<file path="config.mk">
export PLATFORM = sky130hd
export DESIGN_NAME = bram_uart_streamer
export DESIGN_NICKNAME = d
export VERILOG_FILES = /design/src/rtl/bram_stream_pkg.sv /design/src/rtl/bram_uart_streamer.sv
export SDC_FILE = /design/constraint.sdc
export NUM_CORES = 1
export LEC_CHECK = 0
export BUFFER_PORTS_ARGS = -buffer_cell sky130_fd_sc_hd__buf_4
export CORE_MARGIN = 2
export CORE_UTILIZATION = 34
export CTS_BUF_LIST = sky130_fd_sc_hd__clkbuf_8 sky130_fd_sc_hd__clkbuf_16
export DETAILED_ROUTE_END_ITERATION = 12
export GPL_ROUTABILITY_DRIVEN = 0
export PLACE_DENSITY = 0.57
export SYNTH_ARGS = -nofsm -noshare
export SYNTH_HDL_FRONTEND = slang
export SYNTH_SLANG_ARGS = --single-unit
</file>
<file path="constraint.sdc">
create_clock -name clk -period 2.4 [get_ports clk]
set_input_delay 0.48 -clock clk [delete_from_list [all_inputs] [get_ports clk]]
set_output_delay 0.48 -clock clk [all_outputs]
set_load 0.05 [all_outputs]
</file>
<file path="src/rtl/bram_stream_pkg.sv">
// Shared definitions for the BRAM-to-UART streamer: state encoding and default widths.
package bram_stream_pkg;

    localparam int DEF_DATA_WIDTH = 8;
    localparam int DEF_ADDR_WIDTH = 10;

    typedef enum logic [2:0] {
        IDLE      = 3'd0,
        READ      = 3'd1,
        WAIT_DATA = 3'd2,
        SEND      = 3'd3,
        WAIT_DONE = 3'd4,
        GAP       = 3'd5
    } state_t;

endpackage

</file>
<file path="src/rtl/bram_uart_streamer.sv">
// Streams a window of RAM bytes into a UART transmitter, one byte per tx_done handshake,
// with optional idle gap cycles between bytes.
module bram_uart_streamer
    import bram_stream_pkg::*;
#(
    parameter int DATA_WIDTH = DEF_DATA_WIDTH,
    parameter int ADDR_WIDTH = DEF_ADDR_WIDTH,
    parameter int GAP_CYCLES = 0
) (
    input  logic                  clk,
    input  logic                  rst,
    input  logic                  start,
    input  logic                  abort,
    input  logic [ADDR_WIDTH-1:0] base_addr,
    input  logic [ADDR_WIDTH:0]   length,
    output logic                  busy,
    output logic                  done,
    output logic [ADDR_WIDTH-1:0] ram_raddr,
    output logic                  ram_read_en,
    input  logic [DATA_WIDTH-1:0] ram_dout,
    output logic                  tx_dv,
    output logic [DATA_WIDTH-1:0] tx_byte,
    input  logic                  tx_active,
    input  logic                  tx_done,
    output state_t                dbg_state
);

    localparam int GW = (GAP_CYCLES > 1) ? $clog2(GAP_CYCLES) : 1;
    localparam logic [GW-1:0]         GAP_LAST = GW'((GAP_CYCLES > 0) ? GAP_CYCLES - 1 : 0);
    localparam logic [GW-1:0]         GAP_ONE  = GW'(1);
    localparam logic [ADDR_WIDTH:0]   CNT_ONE  = (ADDR_WIDTH + 1)'(1);
    localparam logic [ADDR_WIDTH-1:0] ADDR_ONE = ADDR_WIDTH'(1);

    state_t                state;
    logic [ADDR_WIDTH-1:0] addr;
    logic [ADDR_WIDTH:0]   remaining;
    logic [GW-1:0]         gap_cnt;
    logic [ADDR_WIDTH-1:0] addr_next;

    // Natural overflow of the address register gives the wrap to zero.
    assign addr_next = addr + ADDR_ONE;
    assign busy      = (state != IDLE);
    assign dbg_state = state;

    // Transmit handshake: tx_active low at an edge means the transmitter can take a byte;
    // tx_dv is then raised for exactly one cycle with tx_byte already stable, and the byte
    // counts as accepted in that cycle. Completion is only honoured via tx_done in WAIT_DONE.
    always_ff @(posedge clk or posedge rst) begin
        if (rst) begin
            state       <= IDLE;
            done        <= 1'b0;
            tx_dv       <= 1'b0;
            ram_read_en <= 1'b0;
            ram_raddr   <= '0;
            tx_byte     <= '0;
            addr        <= '0;
            remaining   <= '0;
            gap_cnt     <= '0;
        end else begin
            done        <= 1'b0;
            ram_read_en <= 1'b0;
            tx_dv       <= 1'b0;
            if (abort) begin
                state     <= IDLE;
                remaining <= '0;
                gap_cnt   <= '0;
            end else begin
                case (state)
                    IDLE: begin
                        if (start) begin
                            if (length == '0) begin
                                done <= 1'b1;
                            end else begin
                                addr        <= base_addr;
                                remaining   <= length;
                                ram_raddr   <= base_addr;
                                ram_read_en <= 1'b1;
                                state       <= READ;
                            end
                        end
                    end
                    READ: begin
                        state <= WAIT_DATA;
                    end
                    WAIT_DATA: begin
                        // Issue straight away when the transmitter is free, saving a cycle.
                        tx_byte <= ram_dout;
                        tx_dv   <= !tx_active;
                        state   <= SEND;
                    end
                    SEND: begin
                        if (tx_dv) begin
                            state <= WAIT_DONE;
                        end else if (!tx_active) begin
                            tx_dv <= 1'b1;
                        end
                    end
                    WAIT_DONE: begin
                        if (tx_done) begin
                            remaining <= remaining - CNT_ONE;
                            addr      <= addr_next;
                            if (remaining == CNT_ONE) begin
                                done  <= 1'b1;
                                state <= IDLE;
                            end else if (GAP_CYCLES > 0) begin
                                gap_cnt <= '0;
                                state   <= GAP;
                            end else begin
                                ram_raddr   <= addr_next;
                                ram_read_en <= 1'b1;
                                state       <= READ;
                            end
                        end
                    end
                    GAP: begin
                        if (gap_cnt == GAP_LAST) begin
                            gap_cnt     <= '0;
                            ram_raddr   <= addr;
                            ram_read_en <= 1'b1;
                            state       <= READ;
                        end else begin
                            gap_cnt <= gap_cnt + GAP_ONE;
                        end
                    end
                    default: begin
                        state <= IDLE;
                    end
                endcase
            end
        end
    end

endmodule

</file>
Word level (Yosys, flattened, before mapping)
Index checks and enable logic that the tools add are counted.
{"block": "word_totals", "ff_bits": 46, "inputBits": 35, "output_inout_bits": 25}
{"block": "op_classes", "add_sub_neg": 3, "n_eq_ne": 16, "muxes": 41, "n_bitwise": 1, "n_reduce_logical": 13}
{"operator": "10-bit two-way mux", "count": 6}
{"operator": "11-bit two-way mux", "count": 4}
{"operator": "10-bit one-hot mux with 3 select lines", "count": 1}
{"operator": "11-bit one-hot mux with 2 select lines", "count": 1}
{"operator": "10-bit one-hot mux with 2 select lines", "count": 1}
{"operator": "1-bit two-way mux", "count": 18}
{"operator": "3-bit two-way mux", "count": 6}
{"operator": "3-bit one-hot mux with 6 select lines", "count": 1}
{"operator": "3-bit inequality test, second input constant", "count": 5}
{"operator": "11-bit by 1-bit equality test with 1-bit output, second input constant", "count": 1}
{"operator": "11-bit logical NOT", "count": 1}
{"operator": "11-bit by 1-bit subtractor with 11-bit output, second input constant", "count": 1}
{"operator": "10-bit by 1-bit adder with 10-bit output, second input constant", "count": 1}
{"operator": "2-bit inequality test, second input constant", "count": 5}
{"operator": "5-bit AND reduction", "count": 2}
{"operator": "3-bit nonzero test", "count": 3}
{"operator": "7-bit AND reduction", "count": 1}
{"operator": "3-bit by 2-bit equality test with 1-bit output, second input constant", "count": 2}
{"operator": "3-bit equality test, second input constant", "count": 2}
{"operator": "1-bit one-hot mux with 2 select lines", "count": 2}
{"operator": "4-bit AND reduction", "count": 1}
{"operator": "2-bit nonzero test", "count": 2}
{"operator": "3-bit by 1-bit equality test with 1-bit output, second input constant", "count": 1}
{"operator": "3-bit logical NOT", "count": 1}
{"operator": "5 further kinds", "count": 5}

Logic depth before layout (Yosys ltp)
{"block": "depth", "word_depth": 5, "depth_mapped": 7, "mapped_depth_nobuf": 6}

Worst setup path before layout
No wires, ideal clock.
{"block": "synth_timing", "kind": "reg-to-reg", "start": "register state[1] (netlist: dbg_state[1])", "end": "register tx_byte[0]", "setup_ns": 0.125, "t_arrival_ns": 2.002, "slack_ns": 0.273, "stages_incl_launch_ff": 5, "synth_period_minus_slack_ns": 2.127, "path_cell_list": "dfrtp_1 > buf_2 > or3b_2 > nor2_2 > mux2_2"}
{"block": "synth_via", "elab_chain_cells": 2}
{"item": "start: declaration", "line": "bram_uart_streamer.sv:34", "rtl": "state_t state;"}
{"item": "start signal: assignment", "line": "bram_uart_streamer.sv:50", "rtl": "state <= IDLE;"}
{"item": "start signal: assignment", "line": "bram_uart_streamer.sv:64", "rtl": "state <= IDLE;"}
{"item": "start signal: assignment", "line": "bram_uart_streamer.sv:78", "rtl": "state <= READ;"}
{"item": "3-bit by 2-bit equality test with 1-bit output", "line": "bram_uart_streamer.sv:68", "rtl": "case (state)"}
{"item": "2-bit AND reduction (no source line)"}
{"item": "end signal: assignment", "line": "bram_uart_streamer.sv:87", "rtl": "tx_byte <= ram_dout;"}
{"item": "end: declaration", "line": "bram_uart_streamer.sv:22", "rtl": "output logic [DATA_WIDTH-1:0] tx_byte,"}
No other way between the ends.
A chain may end at the register's enable or synchronous reset.

Worst setup path after layout
{"block": "layout_timing", "start": "register state[2] (netlist: dbg_state[2])", "end": "register ram_raddr[3]"}
{"block": "layout_via", "elab_chain_cells": 3, "word_cells_on_any_way": 11, "classes_between": "eq/ne: 7; mux: 1; reduce/logical: 3"}
{"item": "3-bit equality test or 3-bit logical NOT (tied branches)", "line": "bram_uart_streamer.sv:68"}
{"item": "2-bit inequality test (no source line) or 3-bit nonzero test (tied branches)"}
{"item": "7-bit AND reduction (no source line)"}
{"item": "end signal: assignment", "line": "bram_uart_streamer.sv:76", "rtl": "ram_raddr <= base_addr;"}
{"item": "end signal: assignment", "line": "bram_uart_streamer.sv:109", "rtl": "ram_raddr <= addr_next;"}
{"item": "end signal: assignment", "line": "bram_uart_streamer.sv:118", "rtl": "ram_raddr <= addr;"}
{"item": "end: declaration", "line": "bram_uart_streamer.sv:18", "rtl": "output logic [ADDR_WIDTH-1:0] ram_raddr,"}
Parallel ways exist; a longest one is shown, timed or not.

==> metrics <==
CTS sink cnt=45; Synth Instances=between 300 and 400; most instantiated cells after synthesis=dfrtp_1 (45), nand2_1 (21), mux2_2 (17), clkbuf_1 (16); asr flop ratio synth=1.00; post-DR wirelength/cell=16.1 um; fin. max-slew vios=0; vias in the first global route=roughly 2.5k; register bit total from synthesis=45; Max Clock Freq=488 MHz; most common cell in the netlist=dfrtp_1; # IOs=60; total setup buffers inserted after CTS=0; Port Buffers=59; drt pass-1 iters=5; Worst Path Buf+Inv=1; CTS Buf Count=5; cell family with most CP delay=flip-flops; Core Box Area=~8100 um2; DR vias=approximately 2.6k; clk root buf=clkbuf_8; Arrival @ worst endpoint=roughly 2.2 ns; Initial Util=0.347; post-cts resize count=0; first-pass GRT wire length=around 12 mm; DRC Markers=0; synthesized area=2810 um2; Main synth FF type=dfrtp_1; post-layout min period=approximately 2.0 ns; max-cap viol count=0; CP max-delay cell=dfrtp_1; reg2reg setup slack=between 0.3 and 0.4 ns; nets=a little under 400; slowest stage delay, CP=~0.50 ns; synth top area cells=dfrtp_1 (40%), mux2_2 (6.8%), o211ai_1 (4.0%), nand2_1 (2.8%), o311ai_0 (2.8%); Yosys cell types=60; Synth top area share=0.401; clk_lat worst skew=around 0.3 ns; clk buf depth=2; Setup crit end kind=register; Area growth, synth to finish=23.6%; relative slew slack=0.597; CP Class=register to register; H-tree levels=2; Pwr per Cell Area=between 700 and 800 nW/um2; clock-pin slew of the registers on the worst-case setup and hold paths=roughly 0.080 ns; worst vdd ir=552 uV; total negative slack=0 ns; critical path data required time=between 2 and 3 ns; Total Routing Usage GR=0.175; initial antenna violation count=0; dpl hpwl=between 5 and 6 mm; DRT iter0 DRCs=170; chip height=94.9 um; cts hold-fix bufs=0; post-synthesis area per instance=9.27 um2; Post-synth EDFFs=0; row count=33; Pleak=1.46 nW; vias per cell=around 5.6; leading area contributor after synthesis=dfrtp_1; CP Launch Type=register; layout cells sized above 1=0.303; worst slew pin tran=~0.6 ns; worst min-delay path class=input port to asynchronous set/reset pin; total grt overflow=0; Hold Vio Cnt, Final=0; clock skew=about 0.010 ns; crit-path max FO=12; status=completed; syn nets=approximately 340; setup violators final=0; Die W=roughly 95 um; final wirelength=approximately 7.5 mm; Synth warnings=0; clock tree from TritonCTS=built; die area=between 9000 and 10,000 um2; fin crit share=0.853; CP Cell Sequence=nor3_1, a41oi_1, o211ai_1, buf_4, mux2_2; Seq/Total Area, Yosys=0.401; RSZ-0062 raised after global routing=no; total power=approximately 2.5 mW; Routed Antenna Nets=0; Diodes inserted=0; largest net degree at the start of global routing=23
## state kept, by name, summed over array words and instances (netlist names)
| register | count |
|---|---|
| remaining | 11 |
| addr | 10 |
| ram_raddr | 10 |
| tx_byte | 8 |
| dbg_state | 3 |
| done | 1 |
| ram_read_en | 1 |
| tx_dv | 1 |
## layer usage
metal	vias to the layer above	track usage	wire [um]
met2	75	0.269	3460
met1	1244	0.249	3570
met3	8	0.0271	362
met5	-	0	0
li1	1263	-	-
met4	0	0.0628	99
## metrics by stage
stage / cells / worst slack [ns] / cell area (um2) / hold slack [ns] / utilization
after global routing: 465 / 0.188 / 3470 / 0.222 / 0.429
after global placement: 457 / 0.261 / 3390 / 0.481 / 0.419
after detailed placement: 457 / 0.213 / 3390 / 0.494 / 0.419
final: 465 / 0.352 / 3470 / 0.190 / 0.429
after floorplan: 303 / 0.273 / 2810 / 0.499 / -
after CTS: 465 / 0.330 / 3470 / 0.198 / 0.429
## area by class of cell
class | count | area [um2]
Fill cell | 831 | 4620
Multi-Input combinational cell | 216 | 1510
Sequential cell | 45 | 1130
Timing Repair Buffer | 76 | 571
Tap cell | 105 | 131
Clock buffer | 5 | 68.8
Inverter | 15 | 56.3
Clock inverter | 3 | 13.8
## cell families after synthesis
kind of cell / count (synthesis) / synth area share
AND/OR/NAND/NOR: 105 / 0.213
AO/OA/AOI/OAI: 84 / 0.218
flip-flops: 45 / 0.401
buffers and inverters: 42 / 0.0632
multiplexers: 21 / 0.0828
XOR/XNOR: 3 / 0.00935
adder cells (fa/ha/maj): 3 / 0.0134
## placed cells by master, fill, tap and decap left out, types with 4 or more instances in the layout
cell      Yosys  final
o311ai_0      9      9
and2_1        6      6
nand2_1      21     21
clkbuf_8      0      5
inv_1        15     15
o31ai_1       6      6
o21ai_0       9      9
o211ai_1     15     15
nand3_1      10     10
a31oi_1      11     11
or4_1         4      4
mux2_2       17     17
a21oi_1      10     10
nor4_1        8      8
nand4_1       6      6
nand2b_1      5      5
nor3_1        7      7
nor2_1       14     14
dfrtp_1      45     45
buf_4         1     76
## worst register-to-register path: stages, from the launching register on
cell and delay (ns):
dfrtp_1 0.50, nor3_1 0.45, a41oi_1 0.25, o211ai_1 0.15, buf_4 0.25, mux2_2 0.36
## final timing paths
kind                                   start           end  depth (start not counted)
worst max-delay path            dbg_state[2]  ram_raddr[3]                          5
worst min-delay path                     rst    tx_byte[6]                          2
worst max register to register  dbg_state[2]  ram_raddr[3]                          5
min in group clk                   tx_active         tx_dv                          2
max in group asynchronous                rst  ram_raddr[5]                          3
worst min register to register         tx_dv         tx_dv                          1
## power breakdown
part	switching, mW	total, mW	internal [mW]
clock	0.264	0.463	0.198
sequential	0.152	1.06	0.908
combinational	0.648	1.03	0.378
total	1.06	2.55	1.48
Note: power is estimated with default switching activity, not from simulation.
